$ cat config.mk
export PLATFORM = sky130hd
export DESIGN_NAME = ldtu_bsl_calc
export DESIGN_NICKNAME = d
export VERILOG_FILES = /design/src/rtl/ldtu_bsl_calc.sv
export SDC_FILE = /design/constraint.sdc
export NUM_CORES = 1
export LEC_CHECK = 0
export ABC_CLOCK_PERIOD_IN_PS = 2600
export CAP_MARGIN = 25
export CORE_ASPECT_RATIO = 0.8
export CORE_MARGIN = 3
export CORE_UTILIZATION = 47
export DETAILED_ROUTE_END_ITERATION = 8
export GPL_TIMING_DRIVEN = 0
export PLACE_DENSITY = 0.68
export SLEW_MARGIN = 20
export SYNTH_ARGS = -nofsm -noshare
export SYNTH_HDL_FRONTEND = slang
export SYNTH_SLANG_ARGS = --single-unit
$ cat constraint.sdc
create_clock -name DCLK -period 2.6 [get_ports DCLK]
set_input_delay 0.52 -clock DCLK [delete_from_list [all_inputs] [get_ports DCLK]]
set_output_delay 0.52 -clock DCLK [all_outputs]
set_load 0.005 [all_outputs]
$ cat src/rtl/ldtu_bsl_calc.sv
// Baseline calculator: averages 16..128 ADC samples after a settling skip and publishes an 8-bit baseline.
// Optional outlier rejection is enabled with `define LDTU_BSL_OUTLIER_REJECT_EN.
module ldtu_bsl_calc #(
    parameter int unsigned Nbits_12 = 12,
    parameter int unsigned Nbits_8  = 8,
    parameter int unsigned N_SKIP   = 4,
    parameter int unsigned REJ_THR  = 1023
) (
    input  logic                DCLK,
    input  logic                reset_,
    input  logic [Nbits_12-1:0] DATA12,
    input  logic                start,
    input  logic                abort,
    input  logic [1:0]          NSAMP_SEL,
    output logic [Nbits_8-1:0]  BSL_VAL,
    output logic                bsl_valid,
    output logic                busy,
    output logic                sat,
    output logic                err
);

    localparam int unsigned ACC_W     = Nbits_12 + 7;
    localparam int unsigned CNT_W     = 8;
    localparam int unsigned SKIP_W    = (N_SKIP > 1) ? $clog2(N_SKIP) : 1;
    localparam logic [SKIP_W-1:0] SKIP_LAST = SKIP_W'((N_SKIP > 0) ? N_SKIP - 1 : 0);
    localparam logic [ACC_W-1:0]  MEAN_MAX  = ACC_W'((1 << Nbits_8) - 1);

    // A threshold above the sample range could never reject anything
    if (REJ_THR >= (1 << Nbits_12)) begin : g_rej_thr_range
        $error("REJ_THR exceeds the DATA12 range");
    end

    typedef enum logic [1:0] {IDLE, SKIP, ACCUM, DONE} state_t;

    state_t              state;
    logic [ACC_W-1:0]    acc_q;
    logic [CNT_W-1:0]    cnt_q;
    logic [SKIP_W-1:0]   skip_q;
    logic [1:0]          nsel_q;
    logic [2:0]          shift_c;
    logic [ACC_W-1:0]    mean_c;
    logic [CNT_W-1:0]    target_c;
    logic                reject_c;

    assign busy     = (state != IDLE);
    assign shift_c  = 3'd4 + {1'b0, nsel_q};
    assign mean_c   = acc_q >> shift_c;
    assign target_c = CNT_W'(16) << nsel_q;

`ifdef LDTU_BSL_OUTLIER_REJECT_EN
    logic [7:0] rej_q;
    assign reject_c = (DATA12 > Nbits_12'(REJ_THR));
`else
    assign reject_c = 1'b0;
    assign err      = 1'b0;
`endif

    always_ff @(posedge DCLK or negedge reset_) begin
        if (!reset_) begin
            state     <= IDLE;
            acc_q     <= '0;
            cnt_q     <= '0;
            skip_q    <= '0;
            nsel_q    <= '0;
            BSL_VAL   <= '0;
            bsl_valid <= 1'b0;
            sat       <= 1'b0;
`ifdef LDTU_BSL_OUTLIER_REJECT_EN
            rej_q     <= '0;
            err       <= 1'b0;
`endif
        end else begin
            bsl_valid <= 1'b0;
            case (state)
                IDLE: begin
                    if (start && !abort) begin
                        acc_q  <= '0;
                        cnt_q  <= '0;
                        skip_q <= '0;
                        nsel_q <= NSAMP_SEL;
`ifdef LDTU_BSL_OUTLIER_REJECT_EN
                        rej_q  <= '0;
`endif
                        state  <= (N_SKIP == 0) ? ACCUM : SKIP;
                    end
                end
                SKIP: begin
                    if (abort) begin
                        state <= IDLE;
                    end else if (skip_q == SKIP_LAST) begin
                        state <= ACCUM;
                    end else begin
                        skip_q <= SKIP_W'(skip_q + 1'b1);
                    end
                end
                ACCUM: begin
                    if (abort) begin
                        state <= IDLE;
                    end else if (reject_c) begin
`ifdef LDTU_BSL_OUTLIER_REJECT_EN
                        rej_q <= rej_q + 8'd1;
                        if (rej_q == 8'hFE) begin
                            state <= DONE;
                        end
`endif
                    end else begin
                        acc_q <= acc_q + ACC_W'(DATA12);
                        cnt_q <= CNT_W'(cnt_q + 1'b1);
                        if (CNT_W'(cnt_q + 1'b1) == target_c) begin
                            state <= DONE;
                        end
                    end
                end
                DONE: begin
                    // First DONE cycle publishes the result; second returns to IDLE
                    if (!bsl_valid) begin
                        bsl_valid <= 1'b1;
`ifdef LDTU_BSL_OUTLIER_REJECT_EN
                        err <= (rej_q == 8'hFF);
                        if (rej_q != 8'hFF) begin
                            BSL_VAL <= (mean_c > MEAN_MAX) ? '1 : Nbits_8'(mean_c);
                            sat     <= (mean_c > MEAN_MAX);
                        end
`else
                        BSL_VAL <= (mean_c > MEAN_MAX) ? '1 : Nbits_8'(mean_c);
                        sat     <= (mean_c > MEAN_MAX);
`endif
                    end else begin
                        state <= IDLE;
                    end
                end
                default: state <= IDLE;
            endcase
        end
    end

endmodule

==> results of run 1 <==
flip-flops by register name, summed over array words and instances, names as in the netlist:
| register | count |
|---|---|
| sat | 1 |
| acc_q | 19 |
| cnt_q | 8 |
| state | 2 |
| skip_q | 2 |
| BSL_VAL | 8 |
| bsl_valid | 1 |
| nsel_q | 2 |
synth_stat cells, types with 4 or more instances:
library cell	instances	area share, %
dfrtp_1	43	38
nand2_1	35	4.6
o21ai_0	20	3.5
a21oi_1	17	3.0
ha_1	15	6.6
nor2_1	15	2.0
xnor2_1	15	4.6
mux4_2	8	6.3
o22a_1	8	2.5
clkbuf_1	7	0.92
a22o_1	6	1.8
nand3_1	6	1.1
xor2_1	6	1.8
nand2b_1	5	1.1
o21a_1	5	1.3
a21o_1	4	1.1
a31oi_1	4	0.88
buf_2	4	0.70
mux2i_1	4	1.4
nand4_1	4	0.88
how the worst min path moves through the flow:
stage                     cells after the start    endpoint  slack [ns]
after floorplan                               0  BSL_VAL[0]        0.22
after global placement                        2    acc_q[0]        0.46
after detailed placement                      1    acc_q[2]        0.44
after CTS                                     1    acc_q[2]        0.12
after global routing                          1    acc_q[2]        0.13
final                                         1    acc_q[2]        0.11
placed cells by master (no fill, tap or decap), types with 4 or more instances in the layout:
cell type and n:
dfrtp_1 43, nand2_1 35, clkdlybuf4s50_1 27, o21ai_0 20, a21oi_1 16, xnor2_1 15
nor2_1 15, ha_1 15, clkbuf_1 9, mux4_2 8, o22a_1 8, a22o_1 6
nand3_1 6, xor2_1 6, buf_2 5, o21a_1 5, nand2b_1 5, clkbuf_8 5
a21o_1 4, nand4_1 4, a31oi_1 4, mux2i_1 4
worst max-delay path, stage by stage:
cell and delay [ns]:
clkdlybuf4s50_1 0.41, ha_1 0.24, fa_1 0.43, a21oi_2 0.22, o21ai_0 0.15, a21boi_0 0.29, o21bai_1 0.12, xor2_1 0.15
a22o_1 0.17
area by class of cell:
class,count,area (sq um)
multi-input cells,226,1680
plain buffers,14,76.3
fillers,533,2330
well taps,78,97.6
clock buffers,7,76.3
repair buffers,29,295
clock inverters,1,5.00
inverters,4,15.0
flip-flops and latches,43,1080
per-layer routing:
layer / up-vias / part of all wire [%]
li1: 1136 / -
met1: 1067 / 52
met2: 37 / 44
met3: 2 / 3.6
met4: 0 / 0.50
met5: - / 0
metrics by stage:
step | std cells | setup slack [ns] | utilization, % | TNS, ns
global placement | 393 | -0.231 | 57.0 | -7.73
floorplan | 287 | 0.471 | - | 0
global route | 402 | 0.00471 | 58.8 | 0
CTS | 402 | 0.0459 | 58.7 | 0
detailed placement | 394 | -0.244 | 57.3 | -1.37
finish | 402 | 0.0850 | 58.8 | 0
repair_timing:
action | in CTS | in global routing
hold buffers | 0 | 0
setup endpoints to repair | 0 | 4
resized for setup | 0 | 1
logic make-up (layout without fill, tap and decap cells):
logic type	Yosys count	count (layout)	share of synthesized area, %
flops	43	43	37.9
simple gates	88	88	16.4
fa+ha+maj	16	16	7.31
xor+xnor	21	21	6.47
buf+inv	18	55	3.21
compound gates	87	87	20.5
mux	13	13	8.15
other cells	1	1	0.132
power by group through the flow:
stage / sequential [mW] / combinational, mW / clock [mW]
6_report: 0.920 / 1.00 / 0.403
5_1_grt: 0.943 / 1.12 / 0.458
4_1_cts: 0.921 / 1.01 / 0.421
3_3_place_gp: 0.933 / 0.987 / 0
2_1_floorplan: 0.902 / 0.689 / 0
3_5_place_dp: 0.935 / 1.01 / 0
==> results.md, run 1 <==
- Pre-antenna DRT Iters: 4
- CP Capture Point: acc_q[10]
- CTS tree: done
- Layout cells sized above 1: a little over a tenth
- Reg2reg setup slack: 0.36 ns
- Post-synth EDFFs: 0
- Fmax: between 300 and 400 MHz
- Antenna Violating Nets Remaining: 0
- GPL Wtd Cong: approximately 0.8
- Tmin final: approximately 2.5 ns
- Setup crit end kind: flip-flop
- Net Count, Synth: about 320
- Switching Fraction: 34.9%
- Post-synth top flop: dfrtp_1
- Initial core utilization: approximately half
- R2r startpoint: acc_q[0]
- CP Launch Point: DATA12[0]
- Area of the die: 7020 sq um
- Post-synthesis async set-or-reset flop share: 100%
- Remaining DRCs: 0
- Design Power: 2.33 mW
- Clk network pwr share: between 10% and 20%
- Initial antenna violation count: 0
- Tot GR Track Use: between 10% and 20%
- Critical path class: in -> reg
- Final hold vios: 0
- Congestion Overflow GR: 0
- CP Data Required Time: between 2 and 3 ns
- Met1 Use GR: 29.8%
- Worst clock skew: between 0.01 and 0.015 ns
- CP arrival: roughly 2.7 ns
- Crit path max fanout: 3
- Htree depth: 2
- Mapped Cells: about 290
- Nets: 357
- Max Cap Viol: 0
- GR peak layer: met1
- IO buf count: 28
- RSZ-0062 raised after global routing: false
- CTS Root Cell: clkbuf_8
- Vias in the first global route: 2157
- Post-route cell area: about 3300 sq um
- Yosys warnings: 0
- Post-Syn Area per Cell: approximately 10 sq um
- CTS max path bufs: 2
- Row Count: 24
- Synth cell types: 59
- Reg-to-Reg End: acc_q[10]
- Via count: ~2200
- Placed cell area: ~3200 sq um
- Final Setup Violations: 0
- Hpwl dp: 4800 um
- VDD IR-drop max: approximately 0.26 mV
- Num Clock Sinks: between 40 and 50
- TritonCTS Buffers: 5
- Synthesized area: 2840 sq um
- Part of the power in registers: 39.5%
- Synth Register Bits: 43
- Worst hold path class: in -> async
- Total core area: 5650 sq um
- Grt met3 use: 3.36%
- Rel. slew slack: around 48%
- GR Util met2: about 29%
- Leak: about 1.5 nW
- CP Launch Type: input port
- Initial DRC count: 152
- First-pass GRT wire length: 10600 um
- Psw: 0.813 mW
- Run status: finished clean
- Die X: ~93 um
- Sequential area share after synthesis: between 30% and 40%
- Total wire length: 6210 um
- Hold WS: roughly 0.11 ns
- Drt wl/cell: 15.4 um
- Pwr dens: ~700 nW/um^2
- Reg2reg path depth: 8
- Post-CTS Setup Inserts: 0
- Largest net degree at the start of global routing: 31
- Clk pin slew, worst setup/hold paths: around 0.080 ns
- # diodes: 0
- Num ports: 30
- Slew @ Worst Pin: a little under 0.8 ns
- Part of the power in combinational logic: 43.1%
- Clk Latency, worst-skew pair: between 0.2 and 0.3 ns
- Via density: 5.58
- Die Span Y: 75.5 um
- Max-slew violations: 0
- Period utilization: 96.7%
- Synth-to-Final Area Change: 16.8%
- Cell Int Power: ~1.5 mW
Note: power is estimated with default switching activity, not from simulation.
==> inputs of run 2 (changes only) <==
--- a/config.mk
+++ b/config.mk
@@ -12,6 +12,7 @@
 export CORE_UTILIZATION = 47
 export DETAILED_ROUTE_END_ITERATION = 8
 export GPL_TIMING_DRIVEN = 0
+export HOLD_SLACK_MARGIN = 0.15
 export PLACE_DENSITY = 0.68
 export SLEW_MARGIN = 20
 export SYNTH_ARGS = -nofsm -noshare
==> results.md, run 2 (synthesis gave the netlist of run 1 again) <==
- Congestion Overflow GR: 0 (unchanged)
- Critical path's top delay family: compound AO/OA/AOI/OAI gates
- Die X: 92.9 um (unchanged)
- Num Clock Sinks: 43 (unchanged)
- Pre-antenna DRT Iters: 4 (unchanged)
- CP bufs+invs: 1 (unchanged)
- Final core occ: 59.0% (+0.18 points)
- Total wire length: 6220 um (+0.23%)
- Nets: 358 (+0.28%)
- Design Power: 2.33 mW (+0.17%)
- Worst clock skew: 0.0119 ns (+0.000235 ns)
- Critical path class: in -> reg
- IO buf count: 28 (unchanged)
- Period utilization: 96.9% (+0.14 points)
- CTS tree: done
- Most common cell after layout, fill and taps aside: dfrtp_1
- Num ports: 30 (unchanged)
- CTS Root Cell: clkbuf_8
- Antenna Violating Nets Remaining: 0 (unchanged)
- Part of the power in combinational logic: 43.2% (about the same)
- Psw: 0.816 mW (+0.34%)
- Post-route setup TNS: 0 ns (unchanged)
- Most frequent cells in the layout: dfrtp_1, nand2_1, clkdlybuf4s50_1
- Die Span Y: 75.5 um (unchanged)
- TritonCTS Buffers: 5 (unchanged)
- CP arrival: 2.69 ns (about the same)
- Via density: 5.59 (+0.20%)
- Largest Register: acc_q
- Min setup slack post-route: 0.0815 ns (-0.00352 ns)
- Largest register FFs: 19 (unchanged)
- Rel. slew slack: 46.7% (-1.3 points)
- Synth-to-Final Area Change: 17.2%
- Leak: 1.47 nW (+0.28%)
- Vias in the first global route: 2157 (unchanged)
- Via count: 2252 (+0.45%)
- Largest net degree at the start of global routing: 31 (unchanged)
- Switching Fraction: 35.0% (+0.061 points)
- Pre-CTS setup slack: -0.244 ns (unchanged)
- Crit-path max cell delay: 0.42 ns (about the same)
- # fillers: 532 (-0.19%)
- Remaining DRCs: 0 (unchanged)
- Htree depth: 2 (unchanged)
- Setup crit end kind: flip-flop
- Row Count: 24 (unchanged)
- Pwr dens: 700 nW/um^2 (-0.13%)
- Cell Int Power: 1.52 mW (about the same)
- Clk Latency, worst-skew pair: 0.29 ns (about the same)
- CP Launch Type: input port
- Layout cells sized above 1: 10.8% (-0.033 points)
- Total core area: 5650 sq um (unchanged)
- GPL Wtd Cong: 0.804 (unchanged)
- Largest registers: acc_q (19), BSL_VAL (8), cnt_q (8)
- Initial antenna violation count: 0 (unchanged)
- Worst hold path class: reg -> reg
- # diodes: 0 (unchanged)
- Drt wl/cell: 15.4 um (about the same)
- Area of the die: 7020 sq um (unchanged)
- Initial DRC count: 161 (+5.9%)
- VDD IR-drop max: 0.264 mV (-0.13%)
- RSZ-0062 raised after global routing: false
- Max Cap Viol: 0 (unchanged)
- Tot GR Track Use: 19.6% (unchanged)
- Hpwl dp: 4800 um (unchanged)
- Final hold vios: 0 (unchanged)
- Slew @ Worst Pin: 0.795 ns (+0.0200 ns)
- Clk network pwr share: 17.3% (about the same)
- Fmax: 397 MHz (-0.14%)
- Part of the power in registers: 39.5% (about the same)
- Initial core utilization: 50.3% (unchanged)
- CP cell instances: clkdlybuf4s50_1 > ha_1 > fa_1 > a21oi_2 > o21ai_0 > a21boi_0 > o21bai_1 > xor2_1 > a22o_1
- Max-slew violations: 0 (unchanged)
- Tmin final: 2.52 ns (+0.00352 ns)
- Crit-path slowest cell: fa_1
- CP Data Required Time: 2.77 ns (about the same)
- Clk pin slew, worst setup/hold paths: 0.08 ns (about the same)
- Post-CTS Setup Inserts: 0 (unchanged)
- Crit path max fanout: 3 (unchanged)
- CTS max path bufs: 2 (unchanged)
- Run status: finished clean
- First-pass GRT wire length: 10600 um (unchanged)
- Final Setup Violations: 0 (unchanged)
==> run 2: layer usage <==
metal	vias up	GRT usage [%]	share of wire, %
li1	1137	-	-
met1	1075	29.8	52
met2	38	29.3	44
met3	2	3.36	3.5
met4	0	4.72	0.50
met5	-	0	0
==> run 2: final timing paths <==
path,from,end,cells after the start,slack (ns)
max,DATA12[0],acc_q[10],9,0.08
min,acc_q[0],acc_q[0],2,0.48
max reg2reg,acc_q[0],acc_q[10],8,0.35
min reg2reg,acc_q[0],acc_q[0],2,0.48
max in group asynchronous,reset_,acc_q[13],3,1.48
min in group asynchronous,reset_,acc_q[2],2,0.65
==> run 2: power groups by stage <==
stage | logic, mW | registers [mW] | clock network (mW)
CTS | 1.01 | 0.921 | 0.421
finish | 1.01 | 0.920 | 0.404
floorplan | 0.689 | 0.902 | 0
detailed placement | 1.01 | 0.935 | 0
global route | 1.12 | 0.943 | 0.458
global placement | 0.987 | 0.933 | 0
==> run 2: layout make-up <==
| class | instances | area, sq um | area share (%) |
|---|---|---|---|
| clock buffers | 7 | 76.3 | 2.29 |
| flip-flops and latches | 43 | 1080 | 32.3 |
| clock inverters | 1 | 5.00 | 0.150 |
| well taps | 78 | 97.6 | 2.93 |
| inverters | 4 | 15.0 | 0.451 |
| repair buffers | 30 | 305 | 9.17 |
| multi-input cells | 226 | 1680 | 50.4 |
| plain buffers | 14 | 76.3 | 2.29 |
==> run 2: stage by stage <==
stage	cell area (sq um)	hold slack (ns)	instances
floorplan	2840	0.224	287
global placement	3220	0.457	393
detailed placement	3230	0.439	394
CTS	3330	0.480	403
global route	3330	0.501	403
finish	3330	0.477	403
==> run 2: tightest hold or removal path: stages, from the launching register on <==
cell and delay (ns):
dfrtp_1 0.35, nand2_1 0.05, nand2_1 0.05
==> run 2: what timing repair did <==
item,4_1_cts,5_1_grt
resized for setup,0,1
endpoints found under the hold margin,13,0
setup endpoints to repair,0,4
hold buffers,1,0
